<file path="src/rtl/fft_sdf_stage.sv">
// ============================================================================
//  Module      : fft_sdf_stage
//  Description : Radix-2 single-path delay-feedback first butterfly stage.
//                Streams FIR samples through an N/2-word delay line, emits
//                sums during the second half of each frame and the stored
//                differences during the first half of the next frame or on
//                an explicit flush/drain.
//  Revision    : 1.0 - initial release
// ============================================================================
`default_nettype none

module fft_sdf_stage #(
    parameter int N  = 16,
    parameter int DW = 16,
    localparam int AW = $clog2(N)
) (
    input  logic          clk,
    input  logic          rst,
    input  logic          fir_valid,
    input  logic [DW-1:0] fft_d_in,
    input  logic          flush,
    output logic          fft_valid,
    output logic [DW:0]   fft_d_out,
    output logic          fft_half,
    output logic [AW-2:0] fft_idx,
    output logic          busy
);

    typedef enum logic [0:0] {
        S_RUN   = 1'b0,
        S_DRAIN = 1'b1
    } state_t;

    state_t        state_q, state_d;
    logic [AW-1:0] cnt_q, cnt_d;
    logic          pend_q, pend_d;
    logic [AW-2:0] didx_q, didx_d;
    logic          valid_q, valid_d;
    logic [DW:0]   dout_q, dout_d;
    logic          half_q, half_d;
    logic [AW-2:0] idx_q, idx_d;

    logic [DW:0]   dline [N/2];

    logic [AW-2:0] w_k;
    logic          w_phase_b;
    logic [DW:0]   w_x_ext;
    logic [AW-2:0] w_rd_addr;
    logic [DW:0]   w_rd_data;
    logic          w_flush_ok;
    logic          w_accept;
    logic          w_we;
    logic [DW:0]   w_wr_data;

    // Next-state, butterfly arithmetic and delay-line write request
    always_comb begin
        w_k        = cnt_q[AW-2:0];
        w_phase_b  = cnt_q[AW-1];
        w_x_ext    = {fft_d_in[DW-1], fft_d_in};
        w_rd_addr  = (state_q == S_DRAIN) ? didx_q : w_k;
        w_rd_data  = dline[w_rd_addr];
        // A flush is only meaningful on a frame boundary with differences stored
        w_flush_ok = flush && (state_q == S_RUN) && (cnt_q == '0) && pend_q;
        // A simultaneous honoured flush wins over the incoming sample
        w_accept   = fir_valid && (state_q == S_RUN) && !w_flush_ok;

        state_d   = state_q;
        cnt_d     = cnt_q;
        pend_d    = pend_q;
        didx_d    = didx_q;
        valid_d   = 1'b0;
        dout_d    = dout_q;
        half_d    = half_q;
        idx_d     = idx_q;
        w_we      = 1'b0;
        w_wr_data = '0;

        if (state_q == S_RUN) begin
            if (w_flush_ok) begin
                state_d = S_DRAIN;
                didx_d  = '0;
            end else if (w_accept) begin
                cnt_d = cnt_q + AW'(1);
                w_we  = 1'b1;
                if (!w_phase_b) begin
                    // Read-before-write: the old difference leaves as the new sample lands
                    valid_d   = pend_q;
                    if (pend_q) begin
                        dout_d = w_rd_data;
                        half_d = 1'b1;
                        idx_d  = w_k;
                    end
                    w_wr_data = w_x_ext;
                end else begin
                    valid_d   = 1'b1;
                    dout_d    = w_rd_data + w_x_ext;
                    half_d    = 1'b0;
                    idx_d     = w_k;
                    w_wr_data = w_rd_data - w_x_ext;
                    if (&w_k) begin
                        pend_d = 1'b1;
                    end
                end
            end
        end else begin
            valid_d = 1'b1;
            dout_d  = w_rd_data;
            half_d  = 1'b1;
            idx_d   = didx_q;
            didx_d  = didx_q + (AW-1)'(1);
            if (&didx_q) begin
                state_d = S_RUN;
                pend_d  = 1'b0;
            end
        end
    end

    // Control state and registered outputs
    always_ff @(posedge clk or posedge rst) begin
        if (rst) begin
            state_q <= S_RUN;
            cnt_q   <= '0;
            pend_q  <= 1'b0;
            didx_q  <= '0;
            valid_q <= 1'b0;
            dout_q  <= '0;
            half_q  <= 1'b0;
            idx_q   <= '0;
        end else begin
            state_q <= state_d;
            cnt_q   <= cnt_d;
            pend_q  <= pend_d;
            didx_q  <= didx_d;
            valid_q <= valid_d;
            dout_q  <= dout_d;
            half_q  <= half_d;
            idx_q   <= idx_d;
        end
    end

    // Delay line storage; contents are only ever read back while pend is set
    always_ff @(posedge clk) begin
        if (w_we) begin
            dline[w_k] <= w_wr_data;
        end
    end

    assign fft_valid = valid_q;
    assign fft_d_out = dout_q;
    assign fft_half  = half_q;
    assign fft_idx   = idx_q;
    assign busy      = (state_q == S_DRAIN);

endmodule

`default_nettype wire

</file>
<file path="config.mk">
export PLATFORM = sky130hd
export DESIGN_NAME = fft_sdf_stage
export DESIGN_NICKNAME = d
export VERILOG_FILES = /design/src/rtl/fft_sdf_stage.sv
export SDC_FILE = /design/constraint.sdc
export NUM_CORES = 1
export LEC_CHECK = 0
export CAP_MARGIN = 0
export CORE_MARGIN = 1.5
export CORE_UTILIZATION = 35
export DETAILED_ROUTE_END_ITERATION = 8
export PLACE_DENSITY = 0.63
export RECOVER_POWER = 25
export SETUP_SLACK_MARGIN = 0.02
export SLEW_MARGIN = 40
export SYNTH_ARGS = -nofsm -noshare
export SYNTH_HDL_FRONTEND = slang
export SYNTH_SLANG_ARGS = --single-unit
</file>
<file path="constraint.sdc">
create_clock -name clk -period 11.84 [get_ports clk]
set_input_delay 2.368 -clock clk [delete_from_list [all_inputs] [get_ports clk]]
set_output_delay 2.368 -clock clk [all_outputs]
set_load 0.02 [all_outputs]
</file>
==> flow_metrics.py, run 1 <==
metrics = {
    "worst_setup_path": {
        "r2r_start": "busy$_DFF_PP0_",
        "critPathMaxStageDelay_ns": 1.85,
        "arrival_ns": 6.66,
        "crit_buf_inv": 4,
        "worst_r2r_endpoint": "dline[4][16]$_DFFE_PP_",
        "slowest_stage": "clkbuf_1",
        "cp-end-kind": "register",
        "critPathLaunchType": "register",
        "rrSetupSlack_ns": 5.32,
        "cp.required_ns": 11.98,
        "endpoint": "dline[4][16]$_DFFE_PP_",
        "startpoint": "busy$_DFF_PP0_",
        "critPathTopFamily": "buffers and inverters",
        "path_cells": "clkbuf_1 -> mux2i_2 -> buf_4 -> o31ai_1 -> o21ai_1 -> inv_1 -> ha_1 -> inv_1 -> fa_1 -> a21oi_1 -> o221ai_2 -> nor4b_4 -> o41a_1 -> xnor2_1 -> or3_1 -> a21oi_1",
        "path_class": "reg2reg",
        "path_max_fanout": 59,
        "worstRegToRegCells": 16,
        "cp.depth": 16,
    },
    "floorplan": {
        "core_area_sq_um": 25400,
        "rows": 58,
        "die_w_um": 165,
        "start_util_pct": 35.9,
        "dieArea_sq_um": 27100,
        "ios": 43,
        "die_h_um": 165,
    },
    "min_path": {
        "hold_path.class": "reg2reg",
    },
    "yosys": {
        "synth-compound-area-share_pct": 18.4,
        "synth_area_sq_um": 9130,
        "synth-seq-area-share_pct": 53.2,
        "synth_enable_flop_cells": 136,
        "synth_area_leaders": "edfxtp_1, dfrtp_1, ha_1, mux4_2, a21oi_1",
        "synth_xor_area_share_pct": 2.01,
        "synth_adder_area_share_pct": 5.51,
        "synth-seq-cells": 167,
        "synth_top_family_by_area": "compound AO/OA/AOI/OAI gates",
        "syn_inst": 814,
        "synth.largest_area_cell": "edfxtp_1",
        "yosysWarnings": 0,
        "yosysUniqueCellTypes": 65,
        "synth-simple-area-share_pct": 9.50,
        "yosysTopAreaCellShare_pct": 44.7,
        "yosys-mux-area-fraction_pct": 6.22,
        "syn_area_per_cell_sq_um": 11.2,
        "async_reset_ff_share_pct": 18.6,
        "ys.flop_type": "edfxtp_1",
        "synthesis.nets": 873,
    },
    "sta": {
        "max-slew-margin-rel_pct": -67.9,
        "rsz0062_at_grt": "false",
        "setup_violations": 0,
        "finalClockSkew_ns": 0.0157,
        "clock.fmax_mhz": 153,
        "finalSetupTns_ns": 0,
        "finalCritPeriodShare_pct": 55.1,
        "hold_viol_final": 0,
        "worst_slew_pin_slew_ns": 2.52,
        "drv_slew": 102,
        "finalWorstPathRequiredPeriod_ns": 6.52,
    },
    "cts": {
        "cts_hold_buf": 0,
        "cts-htree-levels": 4,
        "cts_root_buf": "clkbuf_16",
        "cts_buffers": 17,
        "clkLatencyLatePin_ns": 0.43,
        "tritoncts": "yes",
        "postCtsSetupRepairBufs": 0,
        "clock-sinks": 167,
        "ctsResizeCount": 0,
        "clk_path_buf_depth": 2,
        "path_clk_slew_ns": 0.07,
    },
    "placement": {
        "dp_hpwl_mm": 15.7,
        "gp_congestion": 0.902,
        "port_buffers": 42,
    },
    "layout": {
        "n_antenna_cell": 0,
        "syn_to_final_growth_pct": 14.8,
        "layout_common_cells": "edfxtp_1, nor2_1, a21oi_1",
        "num-nets-final": 899,
        "final_common_cell": "edfxtp_1",
        "drive_gt1_share_pct": 10.8,
    },
    "routing": {
        "firstDrtPassIters": 5,
        "wl_per_cell_um": 19.7,
        "vias": 6714,
        "viasPerCell": 5.68,
        "ant_nets": 0,
        "drt_iter0_markers": 653,
        "finalWirelength_mm": 23.3,
        "post-route-drc-count": 0,
    },
    "global_route": {
        "grt_pass1_vias": 6318,
        "overflow": 0,
        "grt_pass1_wl_mm": 35.6,
        "grt_max_degree": 60,
        "grt_antenna_before_repair": 0,
        "grt_use_total_pct": 17.6,
    },
    "outcome": {
        "violations": "max-capacitance violations, max-slew violations",
        "outcome": "complete, but fails checks",
    },
    "flow_run": {
        "drv_cap": 3,
    },
}
per-stage QoR:
| step | worst slack, ns | instance area, sq um | utilization, % | hold WS, ns | instances |
|---|---|---|---|---|---|
| floorplan | 6.62 | 9130 | - | 0.529 | 814 |
| global placement | 6.11 | 9900 | 39.0 | 0.450 | 1151 |
| detailed placement | 6.07 | 9930 | 39.1 | 0.458 | 1151 |
| CTS | 6.49 | 10500 | 41.3 | 0.475 | 1183 |
| global route | 4.96 | 10500 | 41.3 | 0.500 | 1183 |
| finish | 5.32 | 10500 | 41.3 | 0.461 | 1183 |
worst register-to-register path: cells and delay by family, from the launching register on:
| kind | cells | cell delay (ns) |
|---|---|---|
| adder cells (fa/ha/maj) | 2 | 0.41 |
| buffers and inverters | 4 | 2.40 |
| multiplexers | 1 | 0.34 |
| XOR/XNOR | 1 | 0.14 |
| flip-flops | 1 | 0.77 |
| AND/OR/NAND/NOR | 2 | 0.42 |
| AO/OA/AOI/OAI | 6 | 1.76 |
synthesized netlist by cell type, drive strengths merged, types with 2 or more instances:
cell / count
nand4: 3
edfxtp: 136
or4: 2
o221ai: 5
a211o: 3
o2111ai: 13
xor2: 2
nor3: 14
mux4: 17
inv: 54
mux2: 6
nand2b: 9
a221o: 13
nor2b: 9
fa: 2
a211oi: 21
mux2i: 11
nand3: 11
ha: 37
nor2: 63
o31ai: 8
dfrtp: 31
buf: 30
and2: 5
o21a: 9
nand2: 57
o211ai: 20
nor4: 4
a31oi: 19
o21ai: 58
a21oi: 61
xnor2: 19
o22ai: 7
or3: 3
a22oi: 6
clkbuf: 26
o32ai: 2
how the worst min path moves through the flow:
stage,startpoint,endpoint,slack [ns],cells past startpoint
detailed placement,fft_d_out[4]$_DFFE_PP0P_,fft_d_out[4]$_DFFE_PP0P_,0.46,2
CTS,fft_d_out[4]$_DFFE_PP0P_,fft_d_out[4]$_DFFE_PP0P_,0.47,2
floorplan,pend_q$_DFFE_PP0P_,pend_q$_DFFE_PP0P_,0.53,2
global placement,fft_d_out[3]$_DFFE_PP0P_,fft_d_out[3]$_DFFE_PP0P_,0.45,2
global route,fft_d_out[4]$_DFFE_PP0P_,fft_d_out[4]$_DFFE_PP0P_,0.50,2
finish,fft_d_out[4]$_DFFE_PP0P_,fft_d_out[4]$_DFFE_PP0P_,0.46,2
layer usage:
| metal | GRT usage [%] | share of wire (%) | vias up |
|---|---|---|---|
| met5 | 0 | 0 | - |
| met4 | 6.35 | 1.8 | 0 |
| met3 | 2.61 | 6.2 | 33 |
| met2 | 29.0 | 48 | 280 |
| met1 | 23.6 | 44 | 3266 |
| li1 | - | - | 3135 |
flip-flops by register name (all words and copies together) (netlist names):
signal / count
busy: 1
cnt_q: 4
didx_q: 3
dline: 136
fft_d_out: 17
fft_half: 1
fft_idx: 3
fft_valid: 1
pend_q: 1
cell type report:
type / count / area (sq um)
Inverter: 55 / 206
Multi-Input combinational cell: 536 / 3870
Clock buffer: 17 / 425
Timing Repair Buffer: 63 / 563
Tap cell: 330 / 413
Clock inverter: 15 / 144
Sequential cell: 167 / 4860
Fill cell: 2401 / 14900
kinds of logic after synthesis:
family / Yosys count
compound gates: 255
xor+xnor: 21
fa+ha+maj: 39
buf+inv: 111
flops: 167
mux: 34
simple gates: 187
Power of run 1 is left out: the tool's default activity adds up to more than one toggle a clock period on the data nets, which glitch-free logic cannot reach.
==> inputs of run 2 (changes only) <==
==> constraint.sdc (replaced) <==
create_clock -name clk -period 6.61 [get_ports clk]
set_input_delay 1.322 -clock clk [delete_from_list [all_inputs] [get_ports clk]]
set_output_delay 1.322 -clock clk [all_outputs]
set_load 0.02 [all_outputs]
==> run 2 against run 1 <==
The run still ends with max-capacitance violations, max-slew violations left. Critical path type unchanged. Clock skew shrank 0.0065 ns. First-iteration DRC count grew 7.4%. Setup slack lost 4.4 ns.
==> flow_metrics.py, run 2 (synthesized netlist as in run 1, its figures left out) <==
metrics = {
    "outcome": {
        "outcome": "complete, but fails checks",
        "violations": "max-capacitance violations, max-slew violations",
    },
    "routing": {
        "drt_iter0_markers": 701,
        "post-route-drc-count": 0,
        "vias": 6704,
        "wl_per_cell_um": 19.8,
        "firstDrtPassIters": 5,
        "viasPerCell": 5.67,
        "finalWirelength_mm": 23.4,
        "ant_nets": 0,
    },
    "layout": {
        "num-nets-final": 900,
        "largest_reg_flops": 136,
        "final_common_cell": "edfxtp_1",
        "layout_common_cells": "edfxtp_1, nor2_1, a21oi_1",
        "post-route-util_pct": 41.3,
        "syn_to_final_growth_pct": 15.0,
        "drive_gt1_share_pct": 10.2,
        "max_flop_register": "dline",
        "n_antenna_cell": 0,
    },
    "sta": {
        "finalClockSkew_ns": 0.00919,
        "hold_viol_final": 0,
        "worst_slew_pin_slew_ns": 1.99,
        "worst_slack_ns": 0.959,
        "max-slew-margin-rel_pct": -32.8,
        "finalWorstPathRequiredPeriod_ns": 5.65,
        "setup_violations": 0,
        "finalCritPeriodShare_pct": 85.5,
        "clock.fmax_mhz": 177,
        "finalSetupTns_ns": 0,
        "drv_slew": 40,
        "rsz0062_at_grt": "false",
    },
    "global_route": {
        "grt_max_degree": 45,
        "grt_use_total_pct": 17.9,
        "grt_pass1_vias": 6495,
        "overflow": 0,
        "grt_pass1_wl_mm": 36.5,
        "grt_antenna_before_repair": 0,
    },
    "placement": {
        "dp_hpwl_mm": 15.8,
        "port_buffers": 42,
        "gp_congestion": 0.924,
        "pre_cts_slack_ns": 1.45,
    },
    "cts": {
        "clk_path_buf_depth": 2,
        "cts_buffers": 17,
        "path_clk_slew_ns": 0.07,
        "cts_root_buf": "clkbuf_16",
        "ctsResizeCount": 0,
        "postCtsSetupRepairBufs": 0,
        "cts_hold_buf": 0,
        "clock-sinks": 167,
        "clkLatencyLatePin_ns": 0.43,
        "tritoncts": "yes",
        "cts-htree-levels": 4,
    },
    "worst_setup_path": {
        "path_class": "reg2reg",
        "cp.required_ns": 6.76,
        "critPathLaunchType": "register",
        "arrival_ns": 5.80,
        "path_max_fanout": 44,
        "cp-end-kind": "register",
    },
    "min_path": {
        "hold_path.class": "reg2reg",
    },
    "floorplan": {
        "core_area_sq_um": 25400,
        "start_util_pct": 35.9,
        "dieArea_sq_um": 27100,
        "ios": 43,
        "die_w_um": 165,
        "die_h_um": 165,
        "rows": 58,
    },
    "flow_run": {
        "drv_cap": 2,
    },
}
[run 2: cell types whose count changed in the layout (fill, tap and decap cells not counted), moves of 2 or more]
cell	before	now
nor2_1	61	63
o21ai_0	52	50
nor2_2	2	0
bufinv_16	1	3
buf_4	17	19
o21ai_1	5	7
[run 2: cell type report]
cell class / instances / area, sq um
Fill cell: 2387 / 14900
Sequential cell: 167 / 4860
Multi-Input combinational cell: 536 / 3850
Timing Repair Buffer: 64 / 574
Clock buffer: 17 / 425
Tap cell: 330 / 413
Inverter: 55 / 206
Clock inverter: 14 / 174
[run 2: per-stage QoR]
step | cells | hold slack, ns | area [sq um]
3_3_place_gp | 1152 | 0.450 | 9900
3_5_place_dp | 1152 | 0.457 | 9940
5_1_grt | 1183 | 0.485 | 10500
6_report | 1183 | 0.461 | 10500
4_1_cts | 1183 | 0.473 | 10500
2_1_floorplan | 814 | 0.529 | 9130
[run 2: worst max-delay path, stage by stage (launching register included)]
cell and delay, ns:
dfrtp_1 1.07, buf_4 0.53, mux2i_1 0.28, buf_4 0.26, nand2b_1 0.08, a221oi_1 0.31, o21ai_1 0.17, inv_1 0.08
ha_1 0.16, inv_1 0.06, fa_1 0.42, a21oi_1 0.30, o221ai_2 0.19, nor4b_4 0.37, o41a_1 0.20, xnor2_1 0.07
or3_1 0.31, a21oi_1 0.49
[run 2: worst paths after layout]
| path | startpoint | end | slack (ns) | cells past startpoint |
|---|---|---|---|---|
| min | fft_d_out[3]$_DFFE_PP0P_ | fft_d_out[3]$_DFFE_PP0P_ | 0.46 | 2 |
| min in group asynchronous | rst | fft_d_out[13]$_DFFE_PP0P_ | 2.06 | 3 |
| max reg2reg | busy$_DFF_PP0_ | dline[3][16]$_DFFE_PP_ | 0.96 | 17 |
| max in group asynchronous | rst | fft_idx[0]$_DFFE_PP0P_ | 3.41 | 3 |
| min reg2reg | fft_d_out[3]$_DFFE_PP0P_ | fft_d_out[3]$_DFFE_PP0P_ | 0.46 | 2 |
| max | busy$_DFF_PP0_ | dline[3][16]$_DFFE_PP_ | 0.96 | 17 |
[run 2: per-layer routing]
metal	wire, um	vias up	global-route usage, %
met4	459	0	6.39
met3	1300	32	2.64
li1	-	3126	-
met2	10800	249	28.2
met5	0	-	0
met1	10900	3297	25.1
Power of run 2 is left out for the same reason.
==> inputs of run 3 (changes only) <==
--- a/config.mk
+++ b/config.mk
@@ -9,6 +9,7 @@
 export CORE_MARGIN = 1.5
 export CORE_UTILIZATION = 35
 export DETAILED_ROUTE_END_ITERATION = 8
+export HOLD_SLACK_MARGIN = 0.15
 export PLACE_DENSITY = 0.63
 export RECOVER_POWER = 25
 export SETUP_SLACK_MARGIN = 0.02
==> results of run 3 <==
No change in the layout: final DEF, timing and power equal those of run 2.
Power of run 3 is left out for the same reason.
